### src/rtl/bus_arbiter_pkg.sv
// Shared definitions for the two-master system bus arbiter: state encoding,
// default bus widths and the slave address windows used by the decoder.
package bus_arbiter_pkg;

  localparam int ADDR_W_DEF = 16;
  localparam int DATA_W_DEF = 32;
  localparam int NUM_M      = 2;

  typedef enum logic [1:0] {
    ARB_IDLE = 2'd0,
    ARB_GNT0 = 2'd1,
    ARB_GNT1 = 2'd2
  } arb_state_e;

  // Slave windows (inclusive bounds), also consumed by the address decoder.
  localparam logic [15:0] S0_BASE = 16'h0000;
  localparam logic [15:0] S0_LAST = 16'h07FF;
  localparam logic [15:0] S1_BASE = 16'h7000;
  localparam logic [15:0] S1_LAST = 16'h71FF;

  function automatic arb_state_e gnt_state(input logic m);
    return m ? ARB_GNT1 : ARB_GNT0;
  endfunction

endpackage

### src/rtl/bus_mux2.sv
// Combinational owner mux: AND-OR select of request, write, address and data
// by a one-hot grant vector. Outputs are all-zero when nobody holds a grant.
module bus_mux2 #(
  parameter int NUM_M  = 2,
  parameter int ADDR_W = 16,
  parameter int DATA_W = 32
) (
  input  logic [NUM_M-1:0]             grant,
  input  logic [NUM_M-1:0]             req,
  input  logic [NUM_M-1:0]             wr,
  input  logic [NUM_M-1:0][ADDR_W-1:0] addr,
  input  logic [NUM_M-1:0][DATA_W-1:0] data,
  output logic                         m_req,
  output logic                         s_wr,
  output logic [ADDR_W-1:0]            s_address,
  output logic [DATA_W-1:0]            s_din
);

  always_comb begin
    m_req     = 1'b0;
    s_wr      = 1'b0;
    s_address = '0;
    s_din     = '0;
    for (int i = 0; i < NUM_M; i++) begin
      m_req     |= grant[i] & req[i];
      s_wr      |= grant[i] & req[i] & wr[i];
      s_address |= addr[i] & {ADDR_W{grant[i]}};
      s_din     |= data[i] & {DATA_W{grant[i]}};
    end
  end

endmodule

### src/rtl/bus_arbiter.sv
// Two-master round-robin bus arbiter with grant held while the owner requests.
// Define BUS_ARB_TIMEOUT_EN to force handover after TENURE_MAX granted cycles.
module bus_arbiter
  import bus_arbiter_pkg::*;
#(
  parameter int ADDR_W     = ADDR_W_DEF,
  parameter int DATA_W     = DATA_W_DEF,
  parameter int TENURE_MAX = 16
) (
  input  logic              clk,
  input  logic              reset_n,
  input  logic              m0_req,
  input  logic              m0_wr,
  input  logic [ADDR_W-1:0] m0_address,
  input  logic [DATA_W-1:0] m0_dout,
  input  logic              m1_req,
  input  logic              m1_wr,
  input  logic [ADDR_W-1:0] m1_address,
  input  logic [DATA_W-1:0] m1_dout,
  output logic              m0_grant,
  output logic              m1_grant,
  output logic              m_req,
  output logic              s_wr,
  output logic [ADDR_W-1:0] s_address,
  output logic [DATA_W-1:0] s_din
);

  localparam logic [7:0] TEN_SAT = 8'(TENURE_MAX - 1);

  arb_state_e       state_q, state_d;
  logic             last_q, last_d;
  logic [7:0]       ten_q, ten_d;
  logic [NUM_M-1:0] grant_q, grant_d;

  always_comb begin
    state_d = state_q;
    case (state_q)
      ARB_IDLE: begin
        // On a tie the master that did not own the bus last time wins.
        if (m0_req && m1_req) state_d = gnt_state(!last_q);
        else if (m0_req)      state_d = ARB_GNT0;
        else if (m1_req)      state_d = ARB_GNT1;
      end
      ARB_GNT0: begin
`ifdef BUS_ARB_TIMEOUT_EN
        if (ten_q == TEN_SAT && m1_req) state_d = ARB_GNT1;
        else
`endif
        if (!m0_req) state_d = m1_req ? ARB_GNT1 : ARB_IDLE;
      end
      ARB_GNT1: begin
`ifdef BUS_ARB_TIMEOUT_EN
        if (ten_q == TEN_SAT && m0_req) state_d = ARB_GNT0;
        else
`endif
        if (!m1_req) state_d = m0_req ? ARB_GNT0 : ARB_IDLE;
      end
      default: state_d = ARB_IDLE;
    endcase
  end

  always_comb begin
    last_d = last_q;
    ten_d  = ten_q;
    if (state_d != state_q) begin
      ten_d = '0;
      if (state_d == ARB_GNT0) last_d = 1'b0;
      if (state_d == ARB_GNT1) last_d = 1'b1;
    end else if (state_q != ARB_IDLE && ten_q != TEN_SAT) begin
      ten_d = ten_q + 8'd1;
    end
    grant_d = {state_d == ARB_GNT1, state_d == ARB_GNT0};
  end

  always_ff @(posedge clk or negedge reset_n) begin
    if (!reset_n) begin
      state_q <= ARB_IDLE;
      last_q  <= 1'b1;
      ten_q   <= '0;
      grant_q <= '0;
    end else begin
      state_q <= state_d;
      last_q  <= last_d;
      ten_q   <= ten_d;
      grant_q <= grant_d;
    end
  end

  assign m0_grant = grant_q[0];
  assign m1_grant = grant_q[1];

  bus_mux2 #(
    .NUM_M (NUM_M),
    .ADDR_W(ADDR_W),
    .DATA_W(DATA_W)
  ) u_mux (
    .grant    (grant_q),
    .req      ({m1_req, m0_req}),
    .wr       ({m1_wr, m0_wr}),
    .addr     ({m1_address, m0_address}),
    .data     ({m1_dout, m0_dout}),
    .m_req    (m_req),
    .s_wr     (s_wr),
    .s_address(s_address),
    .s_din    (s_din)
  );

endmodule
### config.mk
export PLATFORM = sky130hd
export DESIGN_NAME = bus_arbiter
export DESIGN_NICKNAME = d
export VERILOG_FILES = /design/src/rtl/bus_arbiter_pkg.sv /design/src/rtl/bus_mux2.sv /design/src/rtl/bus_arbiter.sv
export SDC_FILE = /design/constraint.sdc
export NUM_CORES = 1
export LEC_CHECK = 0
export CAP_MARGIN = 30
export CELL_PAD_IN_SITES_DETAIL_PLACEMENT = 1
export CELL_PAD_IN_SITES_GLOBAL_PLACEMENT = 2
export CORE_MARGIN = 8
export CORE_UTILIZATION = 10
export DETAILED_ROUTE_END_ITERATION = 8
export GPL_TIMING_DRIVEN = 1
export MAX_ROUTING_LAYER = met4
export PLACE_DENSITY = 0.95
export SKIP_CTS_REPAIR_TIMING = 1
export SYNTH_ARGS = -nofsm -noshare
export SYNTH_HDL_FRONTEND = slang
export SYNTH_HIERARCHICAL = 1
export SYNTH_SLANG_ARGS = --single-unit
### constraint.sdc
create_clock -name clk -period 5.2 [get_ports clk]
set_input_delay 1.04 -clock clk [delete_from_list [all_inputs] [get_ports clk]]
set_output_delay 1.04 -clock clk [all_outputs]
set_load 0.005 [all_outputs]
# [Yosys cells after proc, flatten, opt, wreduce, memory -nomap -nowiden]
# Cells that the tools add are included.
[totals] wordCells=35 inputBits=102 ff_bits=5
[classes] bitwise=12 n_mux=11 n_reduce_logical=4 eq_ne=5
[ops] operator="$and A32 B32 Y32" count=2
[ops] operator="$and A16 B16 Y16" count=2
[ops] operator="$or A32 B32 Y32" count=1
[ops] operator="$or A16 B16 Y16" count=1
[ops] operator="$mux W2" count=7
[ops] operator="$pmux W2 S3" count=1
[ops] operator="$and A1 B1 Y1" count=4
[ops] operator="$eq A2 B1 Y1 const B" count=2
[ops] operator="$eq A2 B2 Y1 const B" count=2
[ops] operator="$mux W1" count=3
[ops] operator="$logic_not A2 Y1" count=1
[ops] operator="$ne A2 B2 Y1" count=1
[ops] operator="$or A1 B1 Y1" count=2
[ops] operator="$reduce_and A2 Y1" count=1
[ops] operator="$reduce_bool A2 Y1" count=1
[ops] operator="$logic_and A1 B1 Y1" count=1

# [Longest topological paths before layout]
# Gate-level depths: netlist of run 1.
[logic_depth] depth_word=7 ltp_mapped=6 depth_no_buf=6

# [By module]
# The synthesis of run 1 kept the hierarchy.
[modules_own_cells] mod="bus_mux2" area_each_um2=571.8 instances=1 cells_each=64
[modules_own_cells] mod="bus_arbiter" area_each_um2=239.0 instances=1 cells_each=21

# [Worst setup path after synthesis of run 1]
# OpenSTA, ideal clock, no wires.
[synth_timing] path_kind="input port to output port" from="input port m0_req" to="output port m_req" n_path_buf=0 cell_stages=1 arrival_time_ns=1.257 path_slack_ns=2.903 cell_sequence="a22o_1"
[synth_via] elab_chain_cells=2
[synth_lines] element="from (decl)" line_no="bus_arbiter.sv:12" text="input logic m0_req,"
[synth_lines] element="$and A1 B1 Y1" line_no="bus_mux2.sv:25" text="m_req |= grant[i] & req[i];"
[synth_lines] element="$or A1 B1 Y1" line_no="bus_mux2.sv:25"
[synth_lines] element="to (decl)" line_no="bus_arbiter.sv:22" text="output logic m_req,"
# No other way between the ends.

# [Final worst setup path of run 1]
[layout_timing] from="input port m1_req" to="output port s_wr"
[layout_via] elab_chain_cells=3
[layout_lines] element="from (decl)" line_no="bus_arbiter.sv:16" text="input logic m1_req,"
[layout_lines] element="$and A1 B1 Y1 (2 in a row)" line_no="bus_mux2.sv:26" text="s_wr |= grant[i] & req[i] & wr[i];"
[layout_lines] element="$or A1 B1 Y1" line_no="bus_mux2.sv:26"
[layout_lines] element="to (decl)" line_no="bus_arbiter.sv:23" text="output logic s_wr,"
# No other way between the ends.

==> results of run 1 <==
power groups by stage:
stage | sequential, W | combinational (W) | clock [W]
finish | 0.0000975 | 0.000371 | 0.0000741
global route | 0.000104 | 0.000400 | 0.0000804
CTS | 0.000100 | 0.000379 | 0.0000769
detailed placement | 0.000100 | 0.000376 | 0
global placement | 0.0000984 | 0.000369 | 0
floorplan | 0.0000597 | 0.000178 | 0
stage by stage:
stage	power [W]	std cells
finish	0.0005430	336
detailed placement	0.0004756	332
CTS	0.0005558	336
global route	0.0005844	336
global placement	0.0004675	332
floorplan	0.0002380	85
cells in the final DEF, fill, tap and decap left out, drive strengths merged:
master / count
ha: 2
a22o: 49
nor2: 2
dfrtp: 4
o21ai: 1
o21a: 1
and3b: 2
nand3: 2
o22ai: 1
and2: 1
dfstp: 1
nor4: 2
clkdlybuf4s50: 153
mux2: 1
nand2: 2
inv: 1
clkbuf: 4
a21oi: 1
buf: 1
routing by layer:
metal	part of all wire, %	wire (um)	vias up	GRT usage, %
li1	-	-	649	-
met1	39	2143	640	10.18
met2	51	2851	85	16.89
met3	9.0	499	7	2.964
met4	1.2	68	0	2.211
met5	0	0	-	-
worst paths after layout:
kind | startpoint | endpoint | slack [ps] | cells past startpoint
worst max-delay path | m1_req | s_wr | 1790 | 4
worst min-delay path | last_q | last_q | 690 | 1
worst max register to register | last_q | last_q | 3270 | 6
worst min register to register | last_q | last_q | 690 | 1
max in group asynchronous | reset_n | last_q | 3900 | 1
min in group asynchronous | reset_n | grant_q[1] | 1040 | 1
cell type report:
type / instances / area share [%]
repair buffers: 154 / 64.16
clock buffers: 4 / 1.878
well taps: 105 / 5.477
multi-input cells: 67 / 23.00
flip-flops and latches: 5 / 5.321
inverters: 1 / 0.1565
kinds of logic after synthesis:
group / after synthesis / synth area share, %
flops: 5 / 15.59
simple gates: 11 / 7.717
mux: 1 / 1.389
buf+inv: 13 / 16.36
fa+ha+maj: 2 / 3.086
compound gates: 53 / 55.86
registers in the layout, summed over array words and instances (netlist names):
register and flops:
last_q 1, state_q 2, grant_q 2
==> flow_summary.json, run 1 <==
{
  "outcome": "finished clean",
  "dp_hpwl_mm": 4.666,
  "cts-htree-levels": 1,
  "worst-setup-path-type": "in2out",
  "numCtsBuffers": 3,
  "worstPathArrival_ps": 2370,
  "ir_worst_vdd_mv": 0.1349,
  "p_leak_nw": 0.9202,
  "drive_gt1_share_pct": 3.030,
  "pre_cts_slack_ps": 1756,
  "syn_area_per_cell_sq_um": 9.539,
  "vias_per_cell": 4.110,
  "cp-start-kind": "primary input",
  "p_per_area_nw_per_um2": 226.4,
  "regArea_sq_um": 127.6,
  "clk_pin_slew_ps": 40,
  "synth_edf_count": 0,
  "synth_area_leaders": "a22o_1 (53%), buf_6 (15%), dfrtp_1 (12%), dfstp_2 (3.2%), ha_1 (3.1%)",
  "die_y_um": 106.0,
  "cp_common_cell": "clkdlybuf4s50_1",
  "p_sw_w": 0.0001712,
  "seq_area_frac_synth_pct": 15.59,
  "synth_top_area_share_pct": 52.93,
  "ys.flop_type": "dfrtp_1",
  "clkPwrFrac_pct": 13.6,
  "drt_first_iter_violations": 25,
  "hold_class": "reg2reg",
  "final_hold_viol_count": 0,
  "wl_per_cell_um": 16.55,
  "p_seq_share_pct": 18.0,
  "vias": 1381,
  "crit_chain": "clkdlybuf4s50_1, nand3_1, nand2_1, clkdlybuf4s50_1",
  "p_sw_share_pct": 31.52,
  "drc": 0,
  "rows": 33,
  "pin_count": 154,
  "gp_congestion": 0.7358,
  "cts_sinks": 5,
  "root_buffer": "clkbuf_8",
  "grt_usage_pct": 9.552,
  "combinationalPowerShare_pct": 68.4,
  "cts_buffer_depth": 2,
  "grt_pass1_wl_mm": 8.652,
  "hold_slack_ps": 689.8,
  "dieArea_sq_um": 11250,
  "n_antenna_cell": 0,
  "slowest_delay_ps": 600,
  "grt_pass1_vias": 1558,
  "min_period_ps": 3413,
  "grt_max_degree": 52,
  "max-slew-margin-rel_pct": 39.99,
  "fmax_mhz": 293.0,
  "start_util_pct": 10.07,
  "post-route-period-util_pct": 65.63,
  "rsz0062_at_grt": "no",
  "worst_path_max_delay_cell": "clkdlybuf4s50_1",
  "grt_overflow": 0,
  "yosysUniqueCellTypes": 19,
  "setup_violations": 0,
  "cts_tree": "yes",
  "die_w_um": 106.0,
  "path_delay_family": "buffers and inverters",
  "async_reset_ff_share_pct": 100.0,
  "cp_num_buf_inv": 2,
  "ys_warn_count": 6,
  "post-route-util_pct": 29.79,
  "postPlaceCellArea_sq_um": 2354,
  "final_nets": 336,
  "fillerInstances": 954,
  "crit_fanout": 7,
  "yosysMostFrequentCell": "a22o_1",
  "wl_mm": 5.561,
  "netlist_instances": 85,
  "stdcell_area_sq_um": 2399,
  "finClkSkew_ps": 0.9235,
  "maxCapViolations": 0,
  "finalSetupTns_ps": 0,
  "syn2layout_area_growth_pct": 195.8,
  "port_buffers": 153,
  "layout_setup_ws_ps": 1787,
  "antenna_found_initial": 0,
  "synth_area_sq_um": 810.8,
  "synthTopCellsByCount": "a22o_1 (49), buf_6 (11), dfrtp_1 (4)",
  "worst_slew_pin_slew_ps": 900.1,
  "p_int_w": 0.0003719,
  "critPathRequiredTime_ps": 4160,
  "synth_nets": 189,
  "detail-route-antenna-nets": 0,
  "multiInputGateArea_sq_um": 551.8,
  "ys_ff_latch": 5,
  "clk_latency_ps": 230,
  "slew_violations": 0,
  "drtPass1Iterations": 4,
  "endpoint_kind": "primary output",
  "coreArea_sq_um": 8051,
  "post-synth-top-area-cell": "a22o_1"
}
Note: power is estimated with default switching activity, not from simulation.
==> run 2: changes to the inputs <==
- clock period: 5.2 -> 3.2 ns (I/O delays scaled with it)
==> run 2 against run 1 <==
Against the previous run: clock skew barely moved; sequential power rose by 31%; hold slack got worse by 43 ps; setup slack got worse by 1200 ps; flip-flop and latch count did not move; clock power rose by 54%; die area did not move; total power rose by 65%; critical path depth fell by 1; non-clock buffer count rose by 2; register-to-register slack got worse by 2000 ps; utilization rose by 0.34 points.
==> flow_summary.json, run 2 (synthesis results as in run 1) <==
{
  "drt_first_iter_violations": 30,
  "p_seq_share_pct": 14.3,
  "rsz0062_at_grt": "no",
  "crit_fanout": 7,
  "grt_pass1_vias": 1526,
  "p_per_area_nw_per_um2": 368.4,
  "start_util_pct": 10.07,
  "pre_cts_slack_ps": 611.7,
  "grt_max_degree": 27,
  "endpoint_kind": "primary output",
  "root_buffer": "clkbuf_8",
  "pin_count": 154,
  "die_y_um": 106.0,
  "min_period_ps": 2570,
  "n_antenna_cell": 0,
  "grt_pass1_wl_mm": 8.135,
  "wl_mm": 5.562,
  "cp-start-kind": "primary input",
  "worst_slew_pin_slew_ps": 506.2,
  "grt_usage_pct": 9.006,
  "fillerInstances": 924,
  "biggestRegsByFlops": "grant_q: 2 flops, state_q: 2 flops, last_q: 1 flops",
  "detail-route-antenna-nets": 0,
  "vias_per_cell": 4.095,
  "critPathRequiredTime_ps": 2560,
  "drc": 0,
  "combinationalPowerShare_pct": 72.9,
  "worst-setup-path-type": "in2out",
  "dp_hpwl_mm": 4.701,
  "rows": 33,
  "multiInputGateArea_sq_um": 551.8,
  "syn2layout_area_growth_pct": 199.2,
  "p_sw_share_pct": 30.94,
  "antenna_found_initial": 0,
  "clkPwrFrac_pct": 12.8,
  "mostFrequentLayoutCells": "clkdlybuf4s50_1 (153), a22o_1 (49), clkbuf_8 (3), dfrtp_1 (3)",
  "cts-htree-levels": 1,
  "post-route-period-util_pct": 80.32,
  "finalSetupTns_ps": 0,
  "max-slew-margin-rel_pct": 66.25,
  "layout_setup_ws_ps": 629.7,
  "slew_violations": 0,
  "clk_pin_slew_ps": 40,
  "cts_sinks": 5,
  "worstPathArrival_ps": 1930,
  "wl_per_cell_um": 16.46,
  "die_w_um": 106.0,
  "fmax_mhz": 389.1,
  "clk_latency_ps": 220,
  "ir_worst_vdd_mv": 0.2488,
  "final_hold_viol_count": 0,
  "vias": 1384,
  "regArea_sq_um": 127.6,
  "port_buffers": 153,
  "maxCapViolations": 0,
  "setup_violations": 0,
  "hold_class": "in2async",
  "drtPass1Iterations": 3,
  "coreArea_sq_um": 8051,
  "numCtsBuffers": 3,
  "dieArea_sq_um": 11250,
  "finClkSkew_ps": 1.360,
  "grt_overflow": 0,
  "p_sw_w": 0.0002765,
  "p_int_w": 0.0006171,
  "cts_buffer_depth": 2,
  "cts_tree": "yes",
  "p_leak_nw": 0.9343,
  "gp_congestion": 0.7098,
  "drive_gt1_share_pct": 3.863,
  "final_nets": 338,
  "final_common_cell": "clkdlybuf4s50_1",
  "outcome": "finished clean"
}
==> run 2: changes by cell type in the layout (fill, tap and decap cells not counted) <==
cell	previous run	this run
buf_4	1	2
buf_12	0	1
==> run 2: worst paths after layout <==
check                             start          to  slack, ps  depth (start not counted)
worst min register to register   last_q      last_q        660                          1
min in group clk                 last_q      last_q        660                          1
worst max register to register   last_q      last_q       1320                          6
worst min-delay path            reset_n  grant_q[0]        650                          1
worst max-delay path             m0_req       m_req        630                          3
max in group asynchronous       reset_n      last_q       2300                          1
==> run 2: per-stage QoR <==
step | cells | hold WS (ps) | power, W | instance area (sq um) | utilization [%]
after CTS | 338 | 649.3 | 0.0009096 | 2426 | 30.13
final | 338 | 646.8 | 0.0008937 | 2426 | 30.13
after global placement | 334 | 643.6 | 0.0007753 | 2381 | 29.57
after floorplan | 85 | 344.4 | 0.0003867 | 810.8 | -
after global routing | 338 | 662.5 | 0.0009554 | 2426 | 30.13
after detailed placement | 334 | 659.0 | 0.0007890 | 2381 | 29.57
==> run 2: per-layer routing <==
metal	global-route usage (%)	wire length, um	up-vias
met5	-	0	-
met2	15.86	2767	80
met1	10.25	2393	649
met4	1.307	25	0
met3	2.238	376	4
li1	-	-	651
==> run 2: power by group through the flow <==
stage | sequential (W) | combinational, W | clock (W)
floorplan | 0.0000970 | 0.000290 | 0
global placement | 0.000126 | 0.000649 | 0
detailed placement | 0.000129 | 0.000660 | 0
CTS | 0.000128 | 0.000663 | 0.000119
global route | 0.000132 | 0.000698 | 0.000125
finish | 0.000128 | 0.000651 | 0.000114
==> run 2: cell type report <==
type                            count  share of cell area (%)
Timing Repair Buffer              156                   64.57
Inverter                            1                  0.1547
Tap cell                          105                   5.415
Sequential cell                     5                   5.260
Multi-Input combinational cell     67                   22.74
Clock buffer                        4                   1.857
==> run 2: worst max-delay path: stages <==
cell and delay, ps:
clkdlybuf4s50_1 600, a22o_1 190, clkdlybuf4s50_1 500
==> RTL change 1: new RTL, settings of run 1 <==
The option `BUS_ARB_TIMEOUT_EN` is turned on by a define.
--- a/src/rtl/bus_arbiter.sv
+++ b/src/rtl/bus_arbiter.sv
@@ -1,4 +1,6 @@
 // Two-master round-robin bus arbiter with grant held while the owner requests.
 // Define BUS_ARB_TIMEOUT_EN to force handover after TENURE_MAX granted cycles.
+`define BUS_ARB_TIMEOUT_EN
+
 module bus_arbiter
   import bus_arbiter_pkg::*;
Behaviour: no difference found for any inputs over 10 cycles, from zero or initial values and one cycle with reset_n low; that may be too few to reach the edited logic, so the function may still have changed.
==> RTL change 1 against run 1 <==
  * Count of clock-buffer cells in the layout unchanged
  * Setup slack worse by 0.10 ns
  * First-iteration DRC count rose to 2.5 times the old value
  * Global-route usage fell by 0.48 points
  * Combinational power increased by 4%
  * Routed wire length rose by 43%
  * Power up 25%
  * Non-clock buffer count up 1
  * Final area increased by 26%
  * Register-to-register slack got worse by 0.57 ns
  * Sequential cell count rose by 8
  * Area after synthesis rose by 64%
  * Largest cell class unchanged
  * Largest power group unchanged
==> RTL change 1: results (changes against run 1) <==
** Drt
- Drt initial violations :: 63 (was 25)
- Mean routed wirelength per cell :: 17.3 um (was 16.6 um)
- The vias after detailed routing was 1797 (was 1381).

** Outcome
- Run status: completed (unchanged).

** Global route
- The global-route wire length before repair was 12300 um (was 8650 um).
- Number of antenna violations at the first check in global routing :: 0 (unchanged)
- The total routing resource utilization after global routing is 9.07% (was 9.55%).

** Power
- Peak ir drop on the vdd network :: 0.182 mV (was 0.135 mV)
- The total leakage power was 1.15 nW (was 0.920 nW).

** Final layout
- Nets :: 388 (was 336)
- Fraction of final layout cells sized beyond drive strength 1 :: 5.32% (was 3.03%)
- Biggest registers after layout :: ten_q x8, grant_q x2, state_q x2 (was grant_q x2, state_q x2, last_q x1)
- The filler cell count is 1501 (was 954).
- The final standard cell count with taps included and fillers excluded came to 458 (was 336).

** Placed design
- The total instance count after detailed placement was 454 (was 332).
- Setup Slack @ Placement :: 1.65 ns (was 1.76 ns)
- The placed cell area came to 2950 um^2 (was 2350 um^2).
- The placed wire-length estimate was 6660 um (was 4670 um).
- Routability congestion estimate from global placement :: 0.863 (was 0.736)

** Worst setup path
- Family with the most delay on the worst path :: buffers and inverters (unchanged)
- Flop2flop setup slack :: 2.70 ns (was 3.27 ns)
- The endpoint arrival time on the critical path was 2.48 ns (was 2.37 ns).
- The critical-path maximum fanout is 9 (was 7).
- Peak per-stage delay on the critical path :: 0.69 ns (was 0.60 ns)

** Synthesis
- Cell types with the highest counts after synthesis: 49 x a22o_1, 12 x dfrtp_1, 11 x buf_6, 9 x nor2_1, 5 x nand2_1 (was 49 x a22o_1, 11 x buf_6, 4 x dfrtp_1).
- The sequential element share of the synthesized area was 24.6% (was 15.6%).
- Post-synthesis cell count :: 138 (was 85)
- Distinct cells, synth :: 38 (was 19)
- Largest cells by area after synthesis :: a22o_1 32%, dfrtp_1 23%, buf_6 9.3% (was a22o_1 53%, buf_6 15%, dfrtp_1 12%)

** CTS
- The latest clock arrival within the worst-skew pair was 0.25 ns (was 0.23 ns).
- Library cell used as clock root buffer :: clkbuf_16 (was clkbuf_8)

** Timing
- Final Skew :: 0.00836 ns (was 0.000923 ns)
- Pin slew with the least headroom to its limit :: 0.814 ns (was 0.900 ns)
- Worst hold-check slack :: 0.545 ns (was 0.690 ns)
## RTL change 1: cell count changes in the layout (fill, tap and decap cells not counted), sizes merged, moves of 3 or more
cell and delta:
a21oi +3, nand4 +3, nor2 +7, dfrtp +8, xor2 +3, inv +3, nand2 +3
## RTL change 1: cells by family after synthesis
kind of cell               share of synthesized area, %
buffers and inverters                              11.9
muxes                                              1.60
DFF                                                24.6
xor gates and xnor gates                           2.64
adders and majority gates                          2.83
and+or+nand+nor                                    12.5
AOI/OAI and AO/OA                                  44.0
## RTL change 1: cell type report
class	instances	area share (%)
timing repair buffer	155	51.0
multi-input combinational	106	27.9
sequential	13	10.8
tap	176	7.26
clock buffer	4	2.60
inverter	4	0.495
## RTL change 1: final timing paths
kind	start	end	depth (start not counted)
worst max-delay path	m1_req	s_wr	4
worst min-delay path	ten_q[3]	ten_q[3]	1
worst max register to register	ten_q[0]	last_q	8
worst min register to register	ten_q[3]	ten_q[3]	1
max in group asynchronous	reset_n	grant_q[1]	1
min in group asynchronous	reset_n	ten_q[2]	1
## RTL change 1: report_power, final
part / leakage (nW) / switching [W] / internal (W)
clock: 0.0382 / 0.0000468 / 0.000104
sequential: 0.172 / 0.0000243 / 0.000116
combinational: 0.943 / 0.000139 / 0.000248
total: 1.15 / 0.000210 / 0.000468
## RTL change 1: layer usage
metal,wire [um],track usage [%],part of all wire [%],vias to the layer above
met5,0,-,0,-
met3,693,3.32,8.7,3
met1,3400,10.3,43,852
met2,3820,15.3,48,102
li1,-,-,-,840
met4,34,1.34,0.43,0
==> RTL change 2: new RTL, flow settings as in run 1 <==
Made on the original files. Reset style: synchronous (`reset_n`), changed in one clocked block.
--- a/src/rtl/bus_arbiter.sv
+++ b/src/rtl/bus_arbiter.sv
@@ -73,5 +73,5 @@
   end
 
-  always_ff @(posedge clk or negedge reset_n) begin
+  always_ff @(posedge clk) begin
     if (!reset_n) begin
       state_q <= ARB_IDLE;
Behaviour: differs if reset_n is asserted again (counterexample within 4 cycles, from zero or initial values and one cycle with reset_n low); with reset_n held inactive, the same outputs for 10 cycles.
==> RTL change 2 against run 1 <==
  * Combinational power fell by 49%
  * Worst hold slack worse by 0.15 ns
  * Final area fell by 0.52%
  * Largest cell class unchanged
  * Cell count rose by 0.60%
  * Critical path depth unchanged
  * Area after synthesis down 0.31%
  * Register-to-register slack gained 0.34 ns
  * Die area decreased by 0.26%
  * Utilization increased by 0.93 points
  * Power shrank 40%
  * Critical path type unchanged
  * Setup slack got worse by 0.028 ns
  * Highest routed layer unchanged
  * Sequential cell count unchanged
  * Routed wire length grew 3.8%
==> RTL change 2: results (changes against run 1) <==
** Synthesis
- Sequential cell area fraction in the yosys report :: 12.4% (was 15.6%)
- The number of warnings issued by yosys came to 6 (unchanged).
- Cell types with the highest counts after synthesis :: 49 x a22o_1, 11 x buf_6, 5 x dfxtp_1, 5 x nand2_1, 3 x inv_1 (was 49 x a22o_1, 11 x buf_6, 4 x dfrtp_1)
- The synthesized net count was 195 (was 189).
- The prevailing post-synth register cell is dfxtp_1 (was dfrtp_1).
- The synthesized netlist cell count was 91 (was 85).
- Largest cells by area after synthesis :: a22o_1 53%, buf_6 15%, dfxtp_1 12% (was a22o_1 53%, buf_6 15%, dfrtp_1 12%)
- The async set or reset register ratio after synthesis was 0% (was 100%).
- Distinct cells, synth :: 19 (unchanged)

** Timing
- Final Skew :: 0.00287 ns (was 0.000923 ns)
- The final-report max-slew violation count came to 0 (unchanged).
- The tightest slew margin relative to the limit came to 34.6% (was 40.0%).

** Drt
- DR pass1 iterations :: 4 (unchanged)
- The initial detailed-routing violation count is 14 (was 25).
- The wire length reported by the detailed router is 5770 um (was 5560 um).
- Detail-routed via count per cell :: 4.12 (was 4.11)

** CTS
- The number of buffers on the longest clock path came to 2 (unchanged).
- The H-tree depth came to 1 (unchanged).
- Library cell used as clock root buffer :: clkbuf_8 (unchanged)
- The number of clock buffers inserted by TritonCTS was 3 (unchanged).
- The clock slew seen by the registers of the worst setup and hold paths is 0.04 ns (about the same).
- Worst-skew pair later-pin latency :: 0.23 ns (about the same)

** Final layout
- The number of diodes is 0 (unchanged).
- The fraction of layout instances using a drive strength above 1 is 2.97% (was 3.03%).
- Biggest registers after layout :: grant_q x2, state_q x2, last_q x1 (unchanged)
- The net count of the finished layout is 341 (was 336).
- The final standard cell count with taps included and fillers excluded was 338 (was 336).
- Fillers :: 912 (was 954)

** Placed design
- Total placed instance area :: 2340 um^2 (was 2350 um^2)
- The placer congestion estimate is 0.739 (was 0.736).
- HPWL Detailed :: 4800 um (was 4670 um)
- The total instance count after detailed placement is 334 (was 332).
- Port buffer count :: 153 (unchanged)

** Worst setup path
- The critical-path maximum fanout came to 7 (unchanged).

** Power
- The fraction of power consumed by combinational cells was 58.3% (was 68.4%).
- Power Clock :: 0.0000745 W (was 0.0000741 W)
- The worst vdd rail ir drop came to 0.105 mV (was 0.135 mV).
- The switching share of power came to 26.5% (was 31.5%).
- The total leakage power is 0.887 nW (was 0.920 nW).

** Global route
- The global-route wire length before repair is 8550 um (was 8650 um).
- Via count of the first global-routing pass :: 1497 (was 1558)
- Overall fraction of global-route tracks in use :: 9.63% (was 9.55%)
- Maximum number of pins on one net before global-route repair :: 52 (unchanged)
- Number of antenna violations at the first check in global routing :: 0 (unchanged)

** Outcome
- Run status :: completed (unchanged)

** Worst hold path
- The class of the most critical hold timing path was reg -> reg (unchanged).
## RTL change 2: cell count changes after synthesis, sizes merged, moves of 2 or more
cell,change
and3,+2
and3b,-2
dfrtp,-4
dfxtp,+5
inv,+2
nand2,+3
nor4,-2
## RTL change 2: per-stage QoR
stage	util (%)	setup slack, ns	hold WS (ns)	power (W)
final	30.7	1.76	0.540	0.000325
after global routing	30.7	1.68	0.582	0.000344
after CTS	30.7	1.75	0.540	0.000331
after floorplan	-	2.90	0.469	0.000115
after detailed placement	30.1	1.75	0.526	0.000254
after global placement	30.1	1.75	0.497	0.000249
## RTL change 2: logic make-up after synthesis
group / share of synthesized area (%)
adders and majority gates: 3.10
buffers and inverters: 17.3
DFF: 12.4
AOI/OAI and AO/OA: 58.4
and+or+nand+nor: 8.82
## RTL change 2: cell type report
type                    count  area, um^2  area share [%]
flip-flops and latches      5         103            4.30
inverters                   3        11.3           0.472
multi-input cells          71         568            23.8
well taps                 102         128            5.35
repair buffers            153        1530            64.2
clock buffers               4        45.0            1.89
## RTL change 2: routing by layer
layer	routed length [um]	track usage [%]	vias up
met3	513	2.84	7
met4	74	2.51	0
met2	2990	17.8	76
li1	-	-	664
met1	2190	9.66	645
met5	0	-	-
## RTL change 2: critical path: stages
cell             delay [ns]
clkdlybuf4s50_1        0.60
nand3_1                0.11
nand2_1                0.11
clkdlybuf4s50_1        0.54
## RTL change 2: final timing paths
path | startpoint | cells after the start | slack (ns) | endpoint
max | m1_req | 4 | 1.76 | s_wr
min | last_q | 2 | 0.54 | last_q
min reg2reg | last_q | 2 | 0.54 | last_q
max reg2reg | state_q[1] | 8 | 3.61 | last_q
